[src/rtl/uart_transmitter.sv]
// UART transmit driver: start bit, DATA_BITS data bits LSB-first, optional even parity, then STOP_BIT stop bits.
// Bit timing comes from a 16x NCO; a one-entry holding buffer allows back-to-back frames.
module uart_transmitter #(
  parameter int          DATA_BITS    = 8,
  parameter int          PARITY_BIT   = 0,
  parameter int          STOP_BIT     = 2,
  parameter int          DEFAULT_BDR  = 115200,
  parameter int          SYS_CLK_DIV2 = 25_000_000,
  parameter logic [16:0] NCO_INC      = 17'((64'd16 * 64'(DEFAULT_BDR) * 64'd65536) / 64'(SYS_CLK_DIV2))
) (
  input  logic                 clk,
  input  logic                 rst_n,
  input  logic                 wr,
  input  logic [DATA_BITS-1:0] data,
  output logic                 ready,
  output logic                 txd,
  output logic                 busy,
  output logic                 done,
  output logic [2:0]           state_o
);

  localparam logic [2:0] S_IDLE   = 3'd0;
  localparam logic [2:0] S_START  = 3'd1;
  localparam logic [2:0] S_DATA   = 3'd2;
  localparam logic [2:0] S_PARITY = 3'd3;
  localparam logic [2:0] S_STOP   = 3'd4;

  // Handshake: a byte is taken on any clk edge where wr=1 and ready=1.
  // ready is registered and low only while the holding buffer is occupied.

  logic [2:0]           state_q, state_d;
  logic [DATA_BITS-1:0] shift_q, shift_d;
  logic [DATA_BITS-1:0] buf_q, buf_d;
  logic                 buf_full_q, buf_full_d;
  logic [3:0]           bit_cnt_q, bit_cnt_d;
  logic [1:0]           stop_cnt_q, stop_cnt_d;
  logic                 par_q, par_d;
  logic [15:0]          acc_q, acc_d;
  logic [3:0]           tick_cnt_q, tick_cnt_d;
  logic                 txd_q, txd_d;

  logic [16:0] nco_sum;
  logic        tick;
  logic        accept;
  logic        bit_end;
  logic        start_entry;
  logic        direct_load;

  assign nco_sum = {1'b0, acc_q} + NCO_INC;
  assign tick    = nco_sum[16];
  assign accept  = wr && !buf_full_q;
  assign bit_end = tick && (tick_cnt_q == 4'd15) && (state_q != S_IDLE);

  always_comb begin
    state_d     = state_q;
    shift_d     = shift_q;
    buf_d       = buf_q;
    buf_full_d  = buf_full_q;
    bit_cnt_d   = bit_cnt_q;
    stop_cnt_d  = stop_cnt_q;
    par_d       = par_q;
    acc_d       = nco_sum[15:0];
    tick_cnt_d  = tick_cnt_q;
    done        = 1'b0;
    start_entry = 1'b0;
    direct_load = 1'b0;
    txd_d       = 1'b1;

    if (state_q != S_IDLE && tick) tick_cnt_d = tick_cnt_q + 4'd1;

    case (state_q)
      S_IDLE: begin
        // Phase of the bit clock is realigned only when leaving idle.
        if (accept) begin
          shift_d     = data;
          direct_load = 1'b1;
          start_entry = 1'b1;
          acc_d       = '0;
          tick_cnt_d  = '0;
        end else if (buf_full_q) begin
          shift_d     = buf_q;
          buf_full_d  = 1'b0;
          start_entry = 1'b1;
          acc_d       = '0;
          tick_cnt_d  = '0;
        end
      end
      S_START: if (bit_end) state_d = S_DATA;
      S_DATA: begin
        if (bit_end) begin
          par_d     = par_q ^ shift_q[0];
          shift_d   = shift_q >> 1;
          bit_cnt_d = bit_cnt_q + 4'd1;
          if (bit_cnt_q == 4'(DATA_BITS - 1)) begin
            state_d    = (PARITY_BIT != 0) ? S_PARITY : S_STOP;
            stop_cnt_d = '0;
          end
        end
      end
      S_PARITY: begin
        if (bit_end) begin
          state_d    = S_STOP;
          stop_cnt_d = '0;
        end
      end
      S_STOP: begin
        if (bit_end) begin
          if (stop_cnt_q == 2'(STOP_BIT - 1)) begin
            done    = 1'b1;
            state_d = S_IDLE;
            // Chain straight into the next frame so no idle bit appears on the line.
            if (buf_full_q) begin
              shift_d     = buf_q;
              buf_full_d  = 1'b0;
              start_entry = 1'b1;
            end else if (accept) begin
              shift_d     = data;
              direct_load = 1'b1;
              start_entry = 1'b1;
            end
          end else begin
            stop_cnt_d = stop_cnt_q + 2'd1;
          end
        end
      end
      default: state_d = S_IDLE;
    endcase

    if (start_entry) begin
      state_d   = S_START;
      bit_cnt_d = '0;
      par_d     = 1'b0;
    end

    if (accept && !direct_load) begin
      buf_d      = data;
      buf_full_d = 1'b1;
    end

    case (state_d)
      S_START:  txd_d = 1'b0;
      S_DATA:   txd_d = shift_d[0];
      S_PARITY: txd_d = par_d;
      default:  txd_d = 1'b1;
    endcase
  end

  always_ff @(posedge clk or negedge rst_n) begin
    if (!rst_n) begin
      state_q    <= S_IDLE;
      shift_q    <= '0;
      buf_q      <= '0;
      buf_full_q <= 1'b0;
      bit_cnt_q  <= '0;
      stop_cnt_q <= '0;
      par_q      <= 1'b0;
      acc_q      <= '0;
      tick_cnt_q <= '0;
      txd_q      <= 1'b1;
    end else begin
      state_q    <= state_d;
      shift_q    <= shift_d;
      buf_q      <= buf_d;
      buf_full_q <= buf_full_d;
      bit_cnt_q  <= bit_cnt_d;
      stop_cnt_q <= stop_cnt_d;
      par_q      <= par_d;
      acc_q      <= acc_d;
      tick_cnt_q <= tick_cnt_d;
      txd_q      <= txd_d;
    end
  end

  assign txd     = txd_q;
  assign ready   = !buf_full_q;
  assign busy    = (state_q != S_IDLE);
  assign state_o = state_q;

endmodule

[config.mk]
export PLATFORM = sky130hd
export DESIGN_NAME = uart_transmitter
export DESIGN_NICKNAME = d
export VERILOG_FILES = /design/src/rtl/uart_transmitter.sv
export SDC_FILE = /design/constraint.sdc
export NUM_CORES = 1
export LEC_CHECK = 0
export ABC_CLOCK_PERIOD_IN_PS = 6000
export BUFFER_PORTS_ARGS = -buffer_cell sky130_fd_sc_hd__clkbuf_2
export CORE_UTILIZATION = 42
export DETAILED_ROUTE_END_ITERATION = 6
export SLEW_MARGIN = 20
export SYNTH_ARGS = -nofsm -noshare
export SYNTH_HDL_FRONTEND = slang
export SYNTH_SLANG_ARGS = --single-unit
[constraint.sdc]
create_clock -name clk -period 6 [get_ports clk]
set_input_delay 0.6 -clock clk [delete_from_list [all_inputs] [get_ports clk]]
set_output_delay 0.6 -clock clk [all_outputs]
set_load 0.05 [all_outputs]
# == Word level (Yosys, flattened, before mapping) ==
# Index checks and enable logic that the tools add are counted.
# word_totals
register_bits,48
output_inout_bits,7
# classes
n_addsub,4
eq_ne,21
n_mux,55
bitwise_logic,1
reduce_logical,18
# op_table
op,count
2-to-1 mux 8 bit,7
2-to-1 mux 16 bit,3
2-to-1 mux 4 bit,7
case mux 8 bit (3 select lines),1
2-to-1 mux 3 bit,7
2-to-1 mux 1 bit,19
adder 16 x 13 -> 17 bit (second input constant),1
inequality test 3 bit (second input constant),5
case mux 3 bit (5 select lines),1
== test 3 x 2 -> 1 bit (second input constant),4
inequality test 2 bit (second input constant),6
AND reduction 6 bit,2
nonzero test 3 bit,4
2-to-1 mux 2 bit,5
adder 4 x 1 -> 4 bit (second input constant),2
== test 3 x 1 -> 1 bit (second input constant),2
case mux 1 bit (2 select lines),3
case mux 2 bit (3 select lines),1
logical AND 1 bit,5
== test 4 x 3 -> 1 bit (second input constant),1
== test 4 bit (second input constant),1
AND reduction 4 bit,1
nonzero test 2 bit,2
== test 3 bit (second input constant),1
other kinds (7),8

# == Depth between registers and ports, before layout ==
# Gate-level depths: netlist of run 1.
# logic_depth
ltp_word,11
ltp_mapped,10

# == Least setup slack after synthesis of run 1 ==
# Ideal clock, no wire load.
# synth_path
kind,flip-flop to output port
startpoint,"reg state_q[1], in the netlist state_o[1]"
endpoint,out done
arrival_ns,2.864
required_time_ns,5.400
setup_slack_ns,2.536
stages_incl_launch_ff,7
path_buffers,1
path_cell_list,dfrtp_1 clkbuf_1 nor3_1 nor4_2 o21a_4 nand2_1 nor3_1
# synth_between
elab_chain_cells,4
# synth_rtl
element,line_no,rtl
"start, declared",31,"logic [2:0] state_q, state_d;"
"start signal, assigned",161,state_q <= state_d;
nonzero test 3 bit,52,assign bit_end = tick && (tick_cnt_q == 4'd15) && (state_q != S_IDLE);
logical AND 1 bit,52,
2-to-1 mux 1 bit,107,if (bit_end) begin
2-to-1 mux 1 bit *,71,case (state_q)
"end, declared",18,"output logic done,"
# Mark *: on every way between the ends. The rest lies on a longest branch, timed or not.

# == Worst setup path in the final report of run 1 ==
# layout_path
startpoint,reg acc_q[0]
endpoint,out done
# layout_between
elab_chain_cells,5
# layout_rtl
element,line_no,rtl
"start, declared",38,"logic [15:0] acc_q, acc_d;"
"start signal, assigned",157,acc_q <= '0;
"start signal, assigned",168,acc_q <= acc_d;
adder 16 x 13 -> 17 bit,49,"assign nco_sum = {1'b0, acc_q} + NCO_INC;"
logical AND 1 bit (2 in series),52,
2-to-1 mux 1 bit,107,
2-to-1 mux 1 bit,71,
# No other way between the ends.

==> metrics, run 1 <==
top cell type by total area after synthesis=dfrtp_1; routability congestion estimate from global placement=between 0.7 and 0.8; Tcrit/Tclk final=0.535; Resize count post-CTS=0; CTS tree=done; global-route wire length before repair=approximately 7300 um; post-synthesis cell area=0.00231 sq mm; most common cell in the synthesized netlist=dfrtp_1; Routed Antenna Nets=0; status=finished, final reports clean; Root Buffer=clkbuf_8; Hold Path Class=input pin to asynchronous set/reset pin; Area growth syn-to-layout=12.4%; n_diodes=0; sequential cell area=approximately 0.0012 sq mm; die area=0.00580 sq mm; Max FO, Critical Path=8; cell count after synthesis=about 220; sequential share of power=0.472; setup violators final=0; buffer levels on the longest clock path=2; worst skew pair latency=0.30 ns; static leakage=roughly 1.1 nW; clk sinks=48; post-CTS setup buffer count=0; Slew @ Worst Pin=approximately 0.77 ns; Distinct cells, synth=45; Psw=around 430 uW; Post-Route WL=slightly above 4000 um; Period minus WS final=~3.2 ns; Setup CP Type=flip-flop to output port; # fillers=a little over 500; Synthesized Nets=233; number of remaining DRC errors=0; hold_buf cts=0; Syn Area/Cell=10.6 sq um; pin count of the biggest net entering global routing=49; footprint of the multi-input gates=between 0.001 and 0.0015 sq mm; RSZ-0062 raised after global routing=false; I/O Buffers=17; final setup skew=slightly above 0.01 ns; row count=26; total track usage=0.159; post-synth top area share=0.509; DRT Pass-1 Iters=4; via count=between 1.5k and 2k; headroom to the max-slew limit=0.484; final core area utilization=0.499; Starting Density=0.444; Place WS=3.12 ns; setup_tns=0 ns; remaining global-route overflow=0; Switching Fraction=0.347; Slew Limit Fails=0; Total Power=between 1 and 1.5 mW; Die Y=76.2 um; top cells by count, synth=dfrtp_1 (47), nor2_1 (42), nand2_1 (14); Pwr Density=~480 mW/mm^2; Critical Path RT=between 5 and 6 ns; Ports=18; FMAX=between 300 and 400 MHz; Data arrival, critical path=about 2.6 ns; FF+latch count, synth=48; startpoint class of the critical path=flip-flop; Combinational Power Share=0.324; VDD IR max=between 0.2 and 0.25 mV; Synth Warn #=0; DR iter-0 viols=88; Clock power frac=0.204; wire length per cell=approximately 13 um; hold_ws=0.382 ns; Post-DP HPWL=between 2000 and 3000 um; H-tree levels=2; register area share after synthesis=0.520; Die W=between 70 and 80 um; Core Area=~0.0052 sq mm; share of cells above drive strength 1=0.192; max_cap viols=0; number of synthesized flops with an enable pin=0; routed vias/inst=5.24; Fin. Hold Viols=0; number of global-route vias before repair=1600; ys flop type=dfrtp_1; top cells by area, synth=dfrtp_1 (51%), nor2_1 (6.8%), mux2_2 (3.9%); Num CTS Buffers=5; initial antenna violation count=0; Async S/R FF share, synth=1.00; Worst setup EP type=output port; fin nets=253; Pint=811 uW; worst setup margin=between 2 and 3 ns; Clk pin slew, worst setup/hold paths=0.09 ns
layout make-up:
class,instances,share of cell area
multi-input cells,156,0.403
well taps,70,0.0337
clock inverters,1,0.0116
clock buffers,7,0.0371
flip-flops and latches,48,0.463
repair buffers,20,0.0414
inverters,7,0.0101
path summary, 6_finish.rpt:
| path | startpoint | to | slack [ns] | depth (start not counted) |
|---|---|---|---|---|
| hold reg to reg | acc_q[0] | acc_q[0] | 0.47 | 1 |
| min in group clk | acc_q[0] | acc_q[0] | 0.47 | 1 |
| setup reg to reg | acc_q[0] | buf_q[1] | 3.09 | 8 |
| setup / recovery | acc_q[0] | done | 2.79 | 8 |
| hold / removal | rst_n | acc_q[11] | 0.38 | 2 |
| max in group asynchronous | rst_n | bit_cnt_q[3] | 5.20 | 2 |
metal layers:
layer	GRT usage	wire length, um	part of all wire	vias up
li1	-	-	-	822
met1	0.214	2130	0.52	771
met2	0.251	1800	0.44	21
met3	0.0383	128	0.031	5
met4	0.0538	52	0.013	0
met5	0	0	0	-
cell families (layout without fill, tap and decap cells):
family	after synthesis	after routing	share of synthesized area
adder cells (fa/ha/maj)	4	4	0.0217
XOR/XNOR	16	16	0.0606
AND/OR/NAND/NOR	81	81	0.162
buffers and inverters	14	35	0.0265
multiplexers	12	12	0.0563
AO/OA/AOI/OAI	43	43	0.153
flip-flops	48	48	0.520
through the flow:
stage,instance area (sq um),instances
after global routing,2600,309
after CTS,2600,309
after global placement,2470,301
after floorplan,2310,218
after detailed placement,2470,301
final,2600,309
placed cells by master, fill, tap and decap left out, drive strengths merged, types with 2 or more instances in the layout:
cell / Yosys / routed
a22oi: 6 / 6
nor2: 42 / 42
buf: 2 / 3
o31ai: 2 / 2
a31oi: 3 / 3
a21oi: 8 / 8
o21a: 4 / 4
o22ai: 2 / 2
nand4: 2 / 2
inv: 7 / 7
or4: 2 / 2
xnor2: 8 / 8
nand2: 15 / 15
dfrtp: 47 / 47
ha: 4 / 4
nand2b: 5 / 5
nand3: 2 / 2
nor4: 2 / 2
o21ai: 3 / 3
and3: 2 / 2
a221o: 6 / 6
clkbuf: 5 / 24
xor2: 8 / 8
nor3: 6 / 6
mux2: 8 / 8
o2bb2ai: 2 / 2
mux2i: 4 / 4
worst max-delay path, stage by stage (launching register included):
cell and delay [ns]:
dfrtp_1 0.40, inv_1 0.07, ha_1 0.19, or4b_4 0.49, a311o_2 0.47, o21a_4 0.25, nand2_1 0.11, nor3_1 0.07
clkbuf_2 0.25
flip-flops by register name, indices dropped and copies added (netlist names), 2 cells and up:
signal      flops
shift_q         8
stop_cnt_q      2
buf_q           8
bit_cnt_q       4
tick_cnt_q      4
state_o         3
acc_q          16
power groups by stage:
stage                     sequential [mW]  combinational (mW)  clock (mW)
after global placement              0.590               0.396           0
after CTS                           0.585               0.409       0.263
after global routing                0.610               0.465       0.272
final                               0.586               0.403       0.253
after detailed placement            0.590               0.406           0
after floorplan                     0.574               0.331           0
Power figures use the tool's default switching activity.
==> run 2: changes to the inputs <==
ABC_CLOCK_PERIOD_IN_PS = 3100   (was 6000)
clock period = 3.1 ns   (was 6 ns; I/O delays follow)
==> run 2 against run 1 <==
Net effect:
- clock power grew 74%
- global-route usage rose by 0.64 points
- cell count increased by 2.3%
- critical path type unchanged
- utilization up 0.75 points
- highest routed layer unchanged
- sequential power increased by 93%
- non-clock buffer count up 7
- combinational power increased by 100%
- die area unchanged
- via count increased by 0.74%
==> metrics, run 2 (synthesized netlist as in run 1, its figures left out) <==
H-tree levels=2 (unchanged); DR iter-0 viols=92 (+4.5%); fin nets=260 (+2.8%); Routed Antenna Nets=0 (unchanged); static leakage=1.17 nW (+2.3%); Pint=1.54 mW (+90%); number of remaining DRC errors=0 (unchanged); Pwr Density=905 mW/mm^2 (+89%); Core Area=0.00520 sq mm (unchanged); hold_buf cts=0 (unchanged); n_diodes=0 (unchanged); crit-path max cell delay=0.49 ns (about the same); Combinational Power Share=0.343 (+0.019); hold_ws=0.0748 ns (-0.308 ns); final setup skew=0.00817 ns (-0.00215 ns); # fillers=513 (+1.2%); setup violators final=0 (unchanged); worst skew pair latency=0.29 ns (about the same); Die Y=76.2 um (unchanged); Post-Route WL=4240 um (+3.1%); max_cap viols=0 (unchanged); crit path from=acc_q[0]; Slew @ Worst Pin=0.951 ns (+0.185 ns); Worst setup EP type=output port; Switching Fraction=0.354 (+0.00708); post-CTS setup buffer count=0 (unchanged); Reg2Reg Launch Point=acc_q[0]; share of cells above drive strength 1=0.215 (+0.0230); Num CTS Buffers=5 (unchanged); CP max stage cell=or4b_4; Fin. Hold Viols=0 (unchanged); buffer levels on the longest clock path=2 (unchanged); I/O Buffers=17 (unchanged); final std cells w/o fill=316 (+2.3%); clk sinks=48 (unchanged); Starting Density=0.444 (unchanged); RSZ-0062 raised after global routing=false; sequential cell area=0.00120 sq mm (unchanged); placed cell count=308 (+2.3%); leading cell type in the layout, fill and taps excluded=dfrtp_1; remaining global-route overflow=0 (unchanged); Clock power frac=0.184 (-0.020); sequential share of power=0.473 (about the same); die area=0.00580 sq mm (unchanged); Place WS=0.355 ns (-2.76 ns); headroom to the max-slew limit=0.361 (-0.123); Resize count post-CTS=0 (unchanged); Tcrit/Tclk final=0.935; Top reg by flops=acc_q; Period minus WS final=about 2.9 ns; Slew Limit Fails=0 (unchanged); footprint of the multi-input gates=0.00105 sq mm (+0.48%); Clk pin slew, worst setup/hold paths=0.08 ns (about the same); startpoint class of the critical path=flip-flop; row count=26 (unchanged); FMAX=around 350 MHz; routability congestion estimate from global placement=0.830 (+13%); routed vias/inst=5.16 (-1.5%); Psw=844 uW (+96%); Max FO, Critical Path=8 (unchanged); number of global-route vias before repair=1627 (+1.7%); worst setup margin=0.203 ns (-2.59 ns); Root Buffer=clkbuf_8; Ports=18 (unchanged); max reg flops=16 (unchanged); Data arrival, critical path=2.59 ns (-0.02 ns); initial antenna violation count=0 (unchanged); setup_tns=0 ns (unchanged); CTS tree=done; DRT Pass-1 Iters=5 (+1); Post-DP HPWL=3100 um (+8.6%); status=finished, final reports clean; VDD IR max=0.495 mV (+140%); Setup CP Type=flip-flop to output port; most frequent cells in the layout=dfrtp_1 (47), nor2_1 (42), clkbuf_2 (17); global-route wire length before repair=7600 um (+3.4%); total track usage=0.165 (+0.00641); Regs by FF count=acc_q (16), buf_q (8), shift_q (8); Area growth syn-to-layout=14.1%; via count=1631 (+0.74%); wire length per cell=13.4 um (+0.78%); crit-path cells=inv_1 -> ha_1 -> or4b_4 -> a311o_2 -> o21a_4 -> nand2_1 -> nor3_2 -> clkbuf_2; pin count of the biggest net entering global routing=32 (-35%); Die W=76.2 um (unchanged); Hold Path Class=input pin to asynchronous set/reset pin; Critical Path RT=2.79 ns (-2.61 ns)
run 2: cell count changes in the layout (fill, tap and decap cells not counted), sizes merged:
cell    delta
buf        +7
clkbuf     -1
clkinv     +1
run 2: final cells by class:
class	instances	area share
tap	70	0.0332
inverter	7	0.00997
clock buffer	6	0.0275
timing repair buffer	27	0.0607
sequential	48	0.456
multi-input combinational	156	0.399
clock inverter	2	0.0133
run 2: power groups by stage:
| stage | sequential [mW] | combinational (mW) | clock [mW] |
|---|---|---|---|
| 3_3_place_gp | 1.13 | 0.799 | 0 |
| 4_1_cts | 1.13 | 0.827 | 0.457 |
| 5_1_grt | 1.17 | 0.928 | 0.484 |
| 2_1_floorplan | 1.11 | 0.643 | 0 |
| 6_report | 1.13 | 0.818 | 0.439 |
| 3_5_place_dp | 1.13 | 0.825 | 0 |
run 2: per-layer routing:
metal	part of all wire	global-route usage	routed length (um)	vias up
met3	0.030	0.0371	125	2
met2	0.44	0.245	1880	27
met5	0	0	0	-
met1	0.52	0.242	2210	768
li1	-	-	-	834
met4	0.0050	0.0462	21	0
run 2: critical path: cells and delay by family, from the launching register on:
| family | cells | cell delay [ns] |
|---|---|---|
| compound gates | 2 | 0.71 |
| buf+inv | 2 | 0.29 |
| simple gates | 3 | 0.68 |
| flops | 1 | 0.41 |
| fa+ha+maj | 1 | 0.19 |
run 2: path summary, 6_finish.rpt:
| path | end | slack [ns] | depth (start not counted) |
|---|---|---|---|
| max | done | 0.20 | 8 |
| min | acc_q[6] | 0.07 | 1 |
| max reg2reg | buf_q[7] | 0.32 | 8 |
| min reg2reg | acc_q[0] | 0.48 | 1 |
| max in group asynchronous | txd | 2.24 | 2 |
| min in group clk | buf_q[6] | 0.26 | 2 |
run 2: stage by stage:
step            util  power, mW  instance area (sq um)
4_1_cts        0.506       2.41                   2640
6_report       0.506       2.39                   2640
3_5_place_dp   0.486       1.96                   2530
2_1_floorplan      -       1.75                   2320
5_1_grt        0.506       2.58                   2640
3_3_place_gp   0.486       1.93                   2530
